### src/rtl/uart_tx_arbiter.sv
// Round-robin arbiter sharing one UART transmitter among NREQ byte producers.
// Optional packet mode (contiguous bursts per owner) enabled by UART_ARB_PACKET_EN.
module uart_tx_arbiter #(
  parameter int unsigned NREQ      = 4,
  parameter int unsigned START_TMO = 64,
  parameter int unsigned MAX_BURST = 16
) (
  input  logic              CLOCK,
  input  logic              RESETN,
  input  logic [NREQ-1:0]   REQ,
  input  logic [8*NREQ-1:0] DIN,
  output logic [NREQ-1:0]   ACK,
  output logic              TX_START,
  output logic [7:0]        TX_LINE,
  input  logic              TX_BUSY,
  output logic [2:0]        OWNER,
  output logic              IDLE,
  output logic              TMO_ERR
);

  typedef enum logic [1:0] {S_IDLE, S_START, S_FRAME} state_t;

  localparam int unsigned CW = $clog2(START_TMO + 1);

  if (NREQ < 2 || NREQ > 8 || START_TMO < 2 || MAX_BURST < 2) begin : g_param_check
    $error("uart_tx_arbiter: parameter out of range");
  end

  state_t          state, state_n;
  logic [CW-1:0]   cnt, cnt_n;
  logic [2:0]      last, last_n, owner_n, win, gidx;
  logic [7:0]      line_n, din_win, gdin;
  logic [NREQ-1:0] ack_n;
  logic            start_n, tmo_n;

`ifdef UART_ARB_PACKET_EN
  localparam int unsigned BW = $clog2(MAX_BURST + 1);
  logic [BW-1:0] burst, burst_n;
  logic          owner_valid, owner_valid_n;
  logic          req_own;
  logic [7:0]    din_own;

  always_comb begin
    req_own = 1'b0;
    din_own = '0;
    for (int unsigned i = 0; i < NREQ; i++) begin
      if (3'(i) == OWNER) begin
        req_own = REQ[i];
        din_own = DIN[8*i +: 8];
      end
    end
  end
`endif

  // Smallest rotational distance from LAST+1 wins; loop index stays constant per unroll.
  always_comb begin
    int unsigned best, d;
    best    = NREQ;
    win     = '0;
    din_win = '0;
    for (int unsigned i = 0; i < NREQ; i++) begin
      d = (i + NREQ - 1 - 32'(last)) % NREQ;
      if (REQ[i] && d < best) begin
        best    = d;
        win     = 3'(i);
        din_win = DIN[8*i +: 8];
      end
    end
  end

  always_comb begin
    state_n = state;
    cnt_n   = '0;
    last_n  = last;
    owner_n = OWNER;
    line_n  = TX_LINE;
    ack_n   = '0;
    start_n = 1'b0;
    tmo_n   = TMO_ERR;
    gidx    = win;
    gdin    = din_win;
`ifdef UART_ARB_PACKET_EN
    burst_n       = burst;
    owner_valid_n = owner_valid;
`endif
    case (state)
      S_IDLE: begin
`ifdef UART_ARB_PACKET_EN
        if (owner_valid && !req_own) burst_n = '0;
`endif
        if (!TX_BUSY && (|REQ)) begin
`ifdef UART_ARB_PACKET_EN
          if (owner_valid && req_own && burst < BW'(MAX_BURST - 1)) begin
            gidx    = OWNER;
            gdin    = din_own;
            burst_n = burst + 1'b1;
          end else begin
            last_n  = win;
            burst_n = '0;
          end
`else
          last_n = win;
`endif
          line_n  = gdin;
          owner_n = gidx;
          ack_n   = NREQ'(1) << gidx;
          start_n = 1'b1;
          state_n = S_START;
        end
      end
      S_START: begin
        if (TX_BUSY) begin
          state_n = S_FRAME;
        end else if (cnt == CW'(START_TMO - 1)) begin
          tmo_n   = 1'b1;
          state_n = S_IDLE;
`ifdef UART_ARB_PACKET_EN
          owner_valid_n = 1'b0;
`endif
        end else begin
          cnt_n = cnt + 1'b1;
        end
      end
      S_FRAME: begin
        if (!TX_BUSY) begin
          state_n = S_IDLE;
`ifdef UART_ARB_PACKET_EN
          owner_valid_n = 1'b1;
`endif
        end
      end
      default: state_n = S_IDLE;
    endcase
  end

  always_ff @(posedge CLOCK or negedge RESETN) begin
    if (!RESETN) begin
      state    <= S_IDLE;
      cnt      <= '0;
      last     <= 3'(NREQ - 1);
      OWNER    <= '0;
      TX_LINE  <= '0;
      ACK      <= '0;
      TX_START <= 1'b0;
      TMO_ERR  <= 1'b0;
`ifdef UART_ARB_PACKET_EN
      burst       <= '0;
      owner_valid <= 1'b0;
`endif
    end else begin
      state    <= state_n;
      cnt      <= cnt_n;
      last     <= last_n;
      OWNER    <= owner_n;
      TX_LINE  <= line_n;
      ACK      <= ack_n;
      TX_START <= start_n;
      TMO_ERR  <= tmo_n;
`ifdef UART_ARB_PACKET_EN
      burst       <= burst_n;
      owner_valid <= owner_valid_n;
`endif
    end
  end

  always_comb IDLE = (state == S_IDLE);

endmodule

### config.mk
export PLATFORM = sky130hd
export DESIGN_NAME = uart_tx_arbiter
export DESIGN_NICKNAME = d
export VERILOG_FILES = /design/src/rtl/uart_tx_arbiter.sv
export SDC_FILE = /design/constraint.sdc
export NUM_CORES = 1
export LEC_CHECK = 0
export CAP_MARGIN = 10
export CORE_ASPECT_RATIO = 1.1
export CORE_MARGIN = 2
export CORE_UTILIZATION = 46
export DETAILED_ROUTE_END_ITERATION = 7
export PLACE_DENSITY = 0.85
export SLEW_MARGIN = 15
export SYNTH_ARGS = -nofsm -noshare
export SYNTH_HDL_FRONTEND = slang
export SYNTH_SLANG_ARGS = --single-unit
### constraint.sdc
create_clock -name CLOCK -period 7.8 [get_ports CLOCK]
set_input_delay 1.56 -clock CLOCK [delete_from_list [all_inputs] [get_ports CLOCK]]
set_output_delay 1.56 -clock CLOCK [all_outputs]
set_load 0.005 [all_outputs]
# Yosys cells after proc, flatten, opt, wreduce, memory -nomap -nowiden
# Index checks and enable logic that the tools add are counted.
# word_totals
regBits	28
latchBits	0
ramBits	0
mem_bits_ro	0
inputBits	39
output_inout_bits	18
n_memories	0
# op_classes
n_addsub	5
multipliers	0
div_mod_pow	0
n_lt_le_gt_ge	4
n_eq_ne	6
shifts	1
n_mux	22
n_bitwise	1
reduce_logical	11
# op_table
op	n
$lt A2 B32 Y1	3
$mux W32	2
$mux W8	4
$mux W7	3
$mux W3	3
$mux W2	4
$mux W4	2
$add A7 B1 Y7 const B	1
$eq A7 B6 Y1 const B	1
$pmux W2 S3	1
$reduce_and A3 Y1	2
$logic_and A1 B1 Y1	5
$reduce_or A4 Y1	1
$shl A1 B3 Y4 const A	1
$sub A1 B2 Y2 const A	2
$sub A2 B2 Y2 const A	2
$lt A2 B3 Y1 const B	1
$mux W1	3
$ne A3 B3 Y1 const B	1
$eq A2 B1 Y1 const B	1
$eq A2 B2 Y1 const B	1
$logic_not A2 Y1	1
$ne A2 B1 Y1 const B	1
$ne A2 B2 Y1 const B	1
other kinds (3)	3

# Depth between registers and ports, before layout
# Gate-level depths: netlist of the first run.
# depth
word_depth	16
depth_mapped	19
mapped_depth_nobuf	17

# Least setup slack after synthesis of the first run
# OpenSTA, ideal clock, no wires.
# synth_path
path_type	input to register
from	input port REQ[0]
to	register TX_LINE[1]
setup_ns	0.128
t_arrival_ns	4.988
required_ns	7.672
path_slack_ns	2.684
cell_stages	18
path_buffers	2
cell_sequence	or2b_1 -> ha_1 -> a21o_1 -> a21oi_1 -> clkbuf_1 -> nor2_1 -> a21oi_1 -> ha_1 -> and4b_1 -> a22o_1 -> o21a_1 -> ha_1 -> nand2_1 -> a31oi_1 -> and2_2 -> buf_6 -> a221oi_1 -> o2bb2ai_1
# synth_via
elab_chain_cells	11
elab_cells_between_ends	17
cone_classes	3 x order compare; 7 x mux; 7 x reduce/logical
# synth_rtl
element	line	text
start, declared	10	input logic [NREQ-1:0] REQ,
$logic_and A1 B1 Y1	63	if (REQ[i] && d < best) begin
$mux W3	63	
$lt A2 B32 Y1	63	
$logic_and A1 B1 Y1	63	
$mux W32	63	
$lt A2 B32 Y1	63	
$logic_and A1 B1 Y1	63	
$mux W32	63	
$lt A2 B32 Y1	63	
$logic_and A1 B1 Y1	63	
$mux W8	63	
end signal, assigned	155	TX_LINE <= line_n;
end, declared	14	output logic [7:0] TX_LINE,
# Several ways; a longest one is shown, not always the timed one.
# A chain may end at the register's enable or synchronous reset.

# Worst setup path after layout of the first run
# layout_path
from	input port REQ[0]
to	register TX_LINE[2]
# Same word-level chain as after synthesis.

==> implementation parameters, run 1 <==
Parameter                              Value

Routing
  Drt total wl ... 3650 um
  Remaining design rule violation count ... 0
  Vias per cell ... around 5.7
  Length of the first detailed-routing pass in iterations ... 4
  Iteration-0 DRC count of the detailed router ... 54
  DR WL/cell ... roughly 16 um
  Antenna viol nets, final ... 0
  Total number of vias ... 1334

Synth
  Fraction of the mapped netlist area in adder cells ... 3.45%
  Number of synthesis warnings ... 0
  Netlist area before placement ... approximately 0.0014 mm^2
  Combinational family with the most area after synthesis ... compound AO/OA/AOI/OAI gates
  Syn_area_per_cell ... ~10 um^2
  Simple-Gate Fraction of Synth Area ... 16.5%
  Distinct cells, synth ... 41
  Fraction of registers with async set/reset ... 100%
  Share of the synthesized area in compound gates (AO/OA/AOI/OAI) ... about a quarter
  Sequential area share after synthesis ... 46.8%
  Cells after Synth ... 144
  Most used flip-flop cell after synthesis ... sky130_fd_sc_hd__dfrtp_1
  Net count of the mapped netlist ... 187
  Multiplexer share of the synthesized area ... 0%
  XOR/XNOR share of the synthesized area ... under 10%
  Count of flip-flops with a built-in enable after synthesis ... 0
  Register bit count reported by yosys ... 27

Placement
  Quantity of I/O buffers inserted on ports ... 55
  Final weighted congestion of routability-driven global placement ... 0.875
  Placed wire-length estimate ... 2870 um

Power and ir drop
  Clock group share of total power ... 8.8%
  Cell area power density ... 343 mW/mm^2
  Worst supply voltage drop on vdd ... roughly 0.00024 V
  Internal Pwr Total ... 418 uW
  Leakage power total ... 0.860 nW
  Reported net switching power ... 284 uW
  Sequential share of power ... between 30% and 40%
  Switching share of total power ... between 40% and 50%
  Comb pwr share ... 59.0%

Final layout
  Fill cells ... 244
  Synth-to-layout area growth ... 41.2%
  Final Util ... 67.7%
  Final-stage net count ... 243
  Total inserted antenna cells ... 0
  Share of post-route cells with drive strength above 1 ... 6.03%

Global route
  First-pass GRT wire length ... 6070 um
  Sum of overflow across all layers after global routing ... 0
  Vias in the first global route ... about 1300
  Maximum number of pins on one net before global-route repair ... 28
  Total routing usage reported by global routing ... between 20% and 30%
  Antenna violations before repair ... 0

Outcome
  Outcome ... complete, no violations

Floorplanning
  Chip Width ... 57.5 um
  Core region area ... 0.00302 mm^2
  Vertical die dimension ... 62.9 um
  Die area ... 0.00362 mm^2
  Standard-cell rows ... 21
  # IOs ... between 50 and 60
  Initial cell density of the core ... 48.0%

Timing
  Peak Freq ... around 160 MHz
  Final period util ... between 70 and 80%
  Pins Over Slew Limit ... 0
  Slew @ Worst Pin ... around 950 ps
  Setup repair after global routing missed its margin ... no
  Clock Skew ... 8.96 ps
  Total negative slack ... 0 ps
  Number of hold violations in the final report ... 0
  Final setup violation count ... 0
  Min Tclk post-route ... around 6100 ps
  Worst slew margin ... between 30% and 40%

CTS
  Buffers inserted by post-CTS timing repair ... 0
  Clk slew on worst S/H paths ... about 150 ps
  Clock Path Buffers ... 2
  Root buffer cell ... sky130_fd_sc_hd__clkbuf_4
  Number of levels in the clock H-tree ... 1
  Clk sink count ... 27
  Clock latency on the worst-skew pair ... 340 ps
  CTS tree ... done
  Number of cells upsized or downsized after cts ... 0
  # hold bufs at CTS ... 0
  Cts bufs inserted ... 3

Worst setup path
  Crit path DAT ... 6360 ps
  Required time at the worst-slack endpoint ... approximately 8100 ps
  Gate family responsible for the most delay along the worst path ... compound AO/OA/AOI/OAI gates
  Nature of the critical path startpoint ... input port
  Type of the setup path with the least slack ... in -> reg
  Critical path, cell by cell ... clkdlybuf4s50_1 > or2b_1 > ha_1 > a21o_1 > a21oi_1 > nor2_1 > a21oi_1 > ha_1 > o22ai_1 > a22o_1 > nand2_1 > o21a_1 > ha_1 > nor2_1 > a2111oi_4 > a221oi_1 > a21oi_1
  Count of buffering cells on the critical path with inverters included ... 1
  Critical path endpoint category ... flop
  Maximum fanout encountered on the critical timing path ... 13
  CP max stage delay ... 750 ps
  Slowest library cell on the worst path ... sky130_fd_sc_hd__a21oi_1

Run
  MaxCap Viol Count ... 0

Hold path
  Worst Hold Class ... reg -> reg
state kept, by name, summed over array words and instances (netlist names):
name / count
TX_LINE: 8
cnt: 7
ACK: 4
OWNER: 2
last: 2
state: 2
TMO_ERR: 1
TX_START: 1
cell usage after synthesis (2+ instances only):
master / n / area (um^2)
sky130_fd_sc_hd__xnor2_1: 2 / 17.5
sky130_fd_sc_hd__and3_1: 2 / 12.5
sky130_fd_sc_hd__o21a_1: 5 / 37.5
sky130_fd_sc_hd__clkbuf_1: 2 / 7.51
sky130_fd_sc_hd__nand2_1: 11 / 41.3
sky130_fd_sc_hd__inv_1: 6 / 22.5
sky130_fd_sc_hd__o21ai_0: 2 / 10.0
sky130_fd_sc_hd__o21ai_1: 2 / 10.0
sky130_fd_sc_hd__a221oi_1: 8 / 70.1
sky130_fd_sc_hd__dfrtp_1: 25 / 626
sky130_fd_sc_hd__and2_1: 3 / 18.8
sky130_fd_sc_hd__nor2_1: 20 / 75.1
sky130_fd_sc_hd__nand3_1: 3 / 15.0
sky130_fd_sc_hd__a21oi_1: 9 / 45.0
sky130_fd_sc_hd__xor2_1: 4 / 35.0
sky130_fd_sc_hd__a22o_1: 9 / 78.8
sky130_fd_sc_hd__ha_1: 4 / 50.1
sky130_fd_sc_hd__o2bb2ai_1: 3 / 26.3
sky130_fd_sc_hd__dfstp_2: 2 / 52.6
worst reg2reg max path: stages, from the launching register on:
cell                        delay (ps)
sky130_fd_sc_hd__dfstp_2           620
sky130_fd_sc_hd__xor2_1            250
sky130_fd_sc_hd__ha_1              300
sky130_fd_sc_hd__a21o_1            200
sky130_fd_sc_hd__a21oi_1           750
sky130_fd_sc_hd__nor2_1             90
sky130_fd_sc_hd__a21oi_1           220
sky130_fd_sc_hd__ha_1              270
sky130_fd_sc_hd__o22ai_1           180
sky130_fd_sc_hd__a22o_1            270
sky130_fd_sc_hd__nand2_1            80
sky130_fd_sc_hd__o21a_1            100
sky130_fd_sc_hd__ha_1              320
sky130_fd_sc_hd__nor2_1             80
sky130_fd_sc_hd__a2111oi_4         600
sky130_fd_sc_hd__a221oi_1          200
sky130_fd_sc_hd__a21oi_1           190
kinds of logic (layout without fill, tap and decap cells):
kind of cell | count (synthesis) | count (layout)
adder cells (fa/ha/maj) | 4 | 4
XOR/XNOR | 6 | 6
flip-flops | 27 | 27
AND/OR/NAND/NOR | 48 | 48
buffers and inverters | 11 | 66
AO/OA/AOI/OAI | 47 | 47
other | 1 | 1
worst paths after layout:
path	startpoint	endpoint	slack, ps	cells past startpoint
max	REQ[0]	TX_LINE[2]	1720	17
min	TMO_ERR	TMO_ERR	480	2
max reg2reg	last[0]	TX_LINE[2]	3000	16
min reg2reg	TMO_ERR	TMO_ERR	480	2
max in group asynchronous	RESETN	last[0]	5900	2
min in group asynchronous	RESETN	OWNER[1]	1590	2
metal layers:
| layer | routed length [um] | global-route usage [%] | part of all wire [%] | vias to the layer above |
|---|---|---|---|---|
| met2 | 1850 | 34.5 | 51 | 45 |
| li1 | - | - | - | 638 |
| met4 | 71 | 9.01 | 1.9 | 0 |
| met5 | 0 | 0 | 0 | - |
| met1 | 1550 | 29.1 | 42 | 644 |
| met3 | 175 | 2.90 | 4.8 | 7 |
area by class of cell:
class                      instances  area [um^2]  share of cell area (%)
clock buffer                       4         26.3                    1.28
inverter                           6         22.5                    1.10
multi-input combinational        106          718                    35.1
sequential                        27          678                    33.1
tap                               34         42.5                    2.08
timing repair buffer              56          558                    27.3
per-stage QoR:
step                      hold slack (ps)  cell area (um^2)  power [mW]  setup WS, ps  cells
after floorplan                       432              1450       0.487          2680    144
final                                 478              2050       0.702          1720    233
after detailed placement              452              2020       0.642          1420    229
after CTS                             478              2050       0.704          1760    233
after global routing                  508              2050       0.759          1340    233
after global placement                447              2020       0.627          1550    229
placed cells by master, fill, tap and decap left out, drive strengths merged, types with 2 or more instances in the layout:
cell type      instances
a21oi                  9
a221oi                 8
a22o                   9
and2                   4
and3                   3
clkbuf                 4
clkdlybuf4s50         55
dfrtp                 25
dfstp                  2
ha                     4
inv                    6
nand2                 11
nand3                  3
nor2                  20
o21a                   5
o21ai                  4
o2bb2ai                3
xnor2                  2
xor2                   4
power groups by stage:
stage	combinational, mW	clock (mW)	sequential, mW
floorplan	0.262	0	0.225
global placement	0.402	0	0.226
detailed placement	0.413	0	0.228
CTS	0.416	0.0629	0.225
global route	0.456	0.0709	0.232
finish	0.414	0.0619	0.226
Power figures use the tool's default switching activity.
==> run 2, diff against run 1 <==
Settings changed: CORE_UTILIZATION 46 to 39, PLACE_DENSITY 0.85 to 0.77.
Clock period 7.8 ns to 5.3 ns, I/O delays scaled along.
==> run 2 against run 1 <==
Compared with the run above:
- sequential share of layout area shrank 0.68 points
- final area is 2.1% higher
- clock power grew 86%
- critical path depth stayed put
- sequential power is 47% higher
- non-clock buffer count is 1 higher
- global-route usage is 3.9 points lower
- flip-flop and latch count is the same
- clock skew increased by 4.9 ps
- die area increased by 17%
- core utilization decreased by 9.6 points
- critical path type unchanged
==> implementation parameters, run 2 (synthesis gave the netlist of run 1 again) <==
Parameter                              Value

Outcome
  Outcome ... complete, no violations

Routing
  Vias per cell ... 5.33 (-6.9%)
  DR WL/cell ... 14.7 um (-6.3%)
  Antenna viol nets, final ... 0 (unchanged)
  Length of the first detailed-routing pass in iterations ... 4 (unchanged)
  Total number of vias ... 1332 (-0.15%)
  Drt total wl ... 3670 um (+0.58%)
  Remaining design rule violation count ... 0 (unchanged)
  Iteration-0 DRC count of the detailed router ... 52 (-3.7%)

Final layout
  Total inserted antenna cells ... 0 (unchanged)
  Post-Layout Cell Count ... 250 (+7.3%)
  Fill cells ... 326 (+34%)
  Most frequent standard cell in the layout excluding fill and tap cells ... sky130_fd_sc_hd__clkdlybuf4s50_1
  Most frequent cells in the layout ... sky130_fd_sc_hd__clkdlybuf4s50_1, sky130_fd_sc_hd__dfrtp_1, sky130_fd_sc_hd__nor2_1, sky130_fd_sc_hd__nand2_1
  Summed area of non-filler cells in the final layout ... 0.00209 mm^2 (+2.1%)
  Final-stage net count ... 244 (+0.41%)
  Largest registers ... TX_LINE (8), cnt (7), ACK (4)
  Reg with most FFs ... TX_LINE
  Share of post-route cells with drive strength above 1 ... 7.50% (+1.5 points)
  Synth-to-layout area growth ... 44.1%
  Number of flip-flops in the largest register ... 8 (unchanged)
  Final Util ... 58.1% (-9.6 points)

Floorplanning
  Standard-cell rows ... 23 (+9.5%)
  Die area ... 0.00422 mm^2 (+17%)
  Vertical die dimension ... 67.9 um (+8.1%)
  Initial cell density of the core ... 40.3% (-7.7 points)
  # IOs ... 57 (unchanged)
  Chip Width ... 62.1 um (+8.0%)
  Core region area ... 0.00360 mm^2 (+19%)

Timing
  Min Tclk post-route ... 5020 ps
  Total negative slack ... 0 ps (unchanged)
  Pins Over Slew Limit ... 0 (unchanged)
  Slew @ Worst Pin ... 862 ps (-83.2 ps)
  Worst slew margin ... 42.0% (+5.0 points)
  Number of hold violations in the final report ... 0 (unchanged)
  Clock Skew ... 13.8 ps (+4.87 ps)
  Final setup violation count ... 0 (unchanged)
  Peak Freq ... ~200 MHz
  Final period util ... 94.6%
  Setup repair after global routing missed its margin ... no
  Hold slack final ... 465 ps (-12.3 ps)

Run
  MaxCap Viol Count ... 0 (unchanged)

Worst setup path
  Type of the setup path with the least slack ... in -> reg
  Critical path endpoint category ... flop
  Maximum fanout encountered on the critical timing path ... 10 (-3)
  Nature of the critical path startpoint ... input port
  Required time at the worst-slack endpoint ... 5510 ps (-2560 ps)
  Crit path DAT ... 5220 ps (-1140 ps)

CTS
  # hold bufs at CTS ... 0 (unchanged)
  Clk slew on worst S/H paths ... 100 ps (-50 ps)
  Clock latency on the worst-skew pair ... 270 ps (-70 ps)
  Clk sink count ... 27 (unchanged)
  Buffers inserted by post-CTS timing repair ... 0 (unchanged)
  Number of levels in the clock H-tree ... 1 (unchanged)
  Cts bufs inserted ... 3 (unchanged)
  Clock Path Buffers ... 2 (unchanged)
  Root buffer cell ... sky130_fd_sc_hd__clkbuf_8
  CTS tree ... done
  Number of cells upsized or downsized after cts ... 0 (unchanged)

Global route
  Antenna violations before repair ... 0 (unchanged)
  Vias in the first global route ... 1317 (-0.30%)
  Highest-utilization routing layer at the global route stage ... met2
  Maximum number of pins on one net before global-route repair ... 28 (unchanged)
  Met2 routing resource usage after global routing ... 31.7% (-2.9 points)
  Total routing usage reported by global routing ... 17.7% (-3.9 points)
  Met3 layer usage reported by global route ... 3.13% (+0.23 points)
  First-pass GRT wire length ... 5950 um (-2.1%)
  Sum of overflow across all layers after global routing ... 0 (unchanged)
  Met1 demand-to-capacity share in global routing ... 22.5% (-6.6 points)

Placement
  Cell count after placement ... 246 (+7.4%)
  Quantity of I/O buffers inserted on ports ... 55 (unchanged)
  Placed wire-length estimate ... 2920 um (+1.9%)
  Final weighted congestion of routability-driven global placement ... 0.914 (+4.5%)
  Instance area at placement ... 0.00205 mm^2 (+1.4%)

Power and ir drop
  Worst supply voltage drop on vdd ... 0.000329 V (+38%)
  Cell area power density ... 511 mW/mm^2 (+49%)
  Leakage power total ... 0.875 nW (+1.8%)

Hold path
  Worst Hold Class ... reg -> reg
-- run 2: cell types whose count changed in the layout (fill, tap and decap cells not counted) --
cell	before	now
sky130_fd_sc_hd__buf_2	0	1
sky130_fd_sc_hd__buf_4	1	2
sky130_fd_sc_hd__clkbuf_1	1	0
sky130_fd_sc_hd__clkbuf_4	3	0
sky130_fd_sc_hd__clkbuf_8	0	3
sky130_fd_sc_hd__clkdlybuf4s50_1	55	54
sky130_fd_sc_hd__clkinv_2	0	1
-- run 2: area by class of cell --
class / count / area [um^2] / share of cell area [%]
Multi-Input combinational cell: 106 / 718 / 34.4
Tap cell: 50 / 62.6 / 3.00
Clock buffer: 3 / 41.3 / 1.98
Timing Repair Buffer: 57 / 561 / 26.8
Sequential cell: 27 / 678 / 32.5
Inverter: 6 / 22.5 / 1.08
Clock inverter: 1 / 5.00 / 0.240
-- run 2: critical path: stages --
cell and delay, ps:
sky130_fd_sc_hd__clkdlybuf4s50_1 470, sky130_fd_sc_hd__or2b_1 240, sky130_fd_sc_hd__ha_1 320, sky130_fd_sc_hd__a21o_1 200, sky130_fd_sc_hd__a21oi_1 250, sky130_fd_sc_hd__nor2_1 60, sky130_fd_sc_hd__a21oi_1 220, sky130_fd_sc_hd__ha_1 280
sky130_fd_sc_hd__o22ai_1 180, sky130_fd_sc_hd__a22o_1 270, sky130_fd_sc_hd__nand2_1 80, sky130_fd_sc_hd__o21a_1 110, sky130_fd_sc_hd__ha_1 320, sky130_fd_sc_hd__nor2_1 80, sky130_fd_sc_hd__a2111oi_4 660, sky130_fd_sc_hd__a221oi_1 230
sky130_fd_sc_hd__o2bb2ai_1 190
-- run 2: worst paths after layout --
check	start	to	slack [ps]	depth (start not counted)
min in group asynchronous	RESETN	ACK[1]	780	1
max	REQ[0]	TX_LINE[3]	280	17
min	cnt[6]	TMO_ERR	470	1
min reg2reg	cnt[6]	TMO_ERR	470	1
max reg2reg	last[1]	TX_LINE[3]	950	16
max in group asynchronous	RESETN	cnt[6]	4120	1
-- run 2: per-layer routing --
layer  wire [um]  vias to the layer above
met1        1510                      632
li1            -                      639
met4          46                        0
met2        1870                       55
met3         245                        6
met5           0                        -
-- run 2: stage by stage --
stage / setup WS [ps] / total power [mW]
global placement: 311 / 0.919
finish: 285 / 1.07
global route: 2.93 / 1.15
detailed placement: 103 / 0.953
CTS: 365 / 1.07
floorplan: 684 / 0.717
-- run 2: power breakdown --
group / total [mW] / internal [mW] / leakage (nW) / switching, mW
combinational: 0.620 / 0.306 / 0.516 / 0.313
sequential: 0.333 / 0.282 / 0.334 / 0.0518
clock: 0.115 / 0.0526 / 0.0255 / 0.0623
total: 1.07 / 0.641 / 0.875 / 0.427
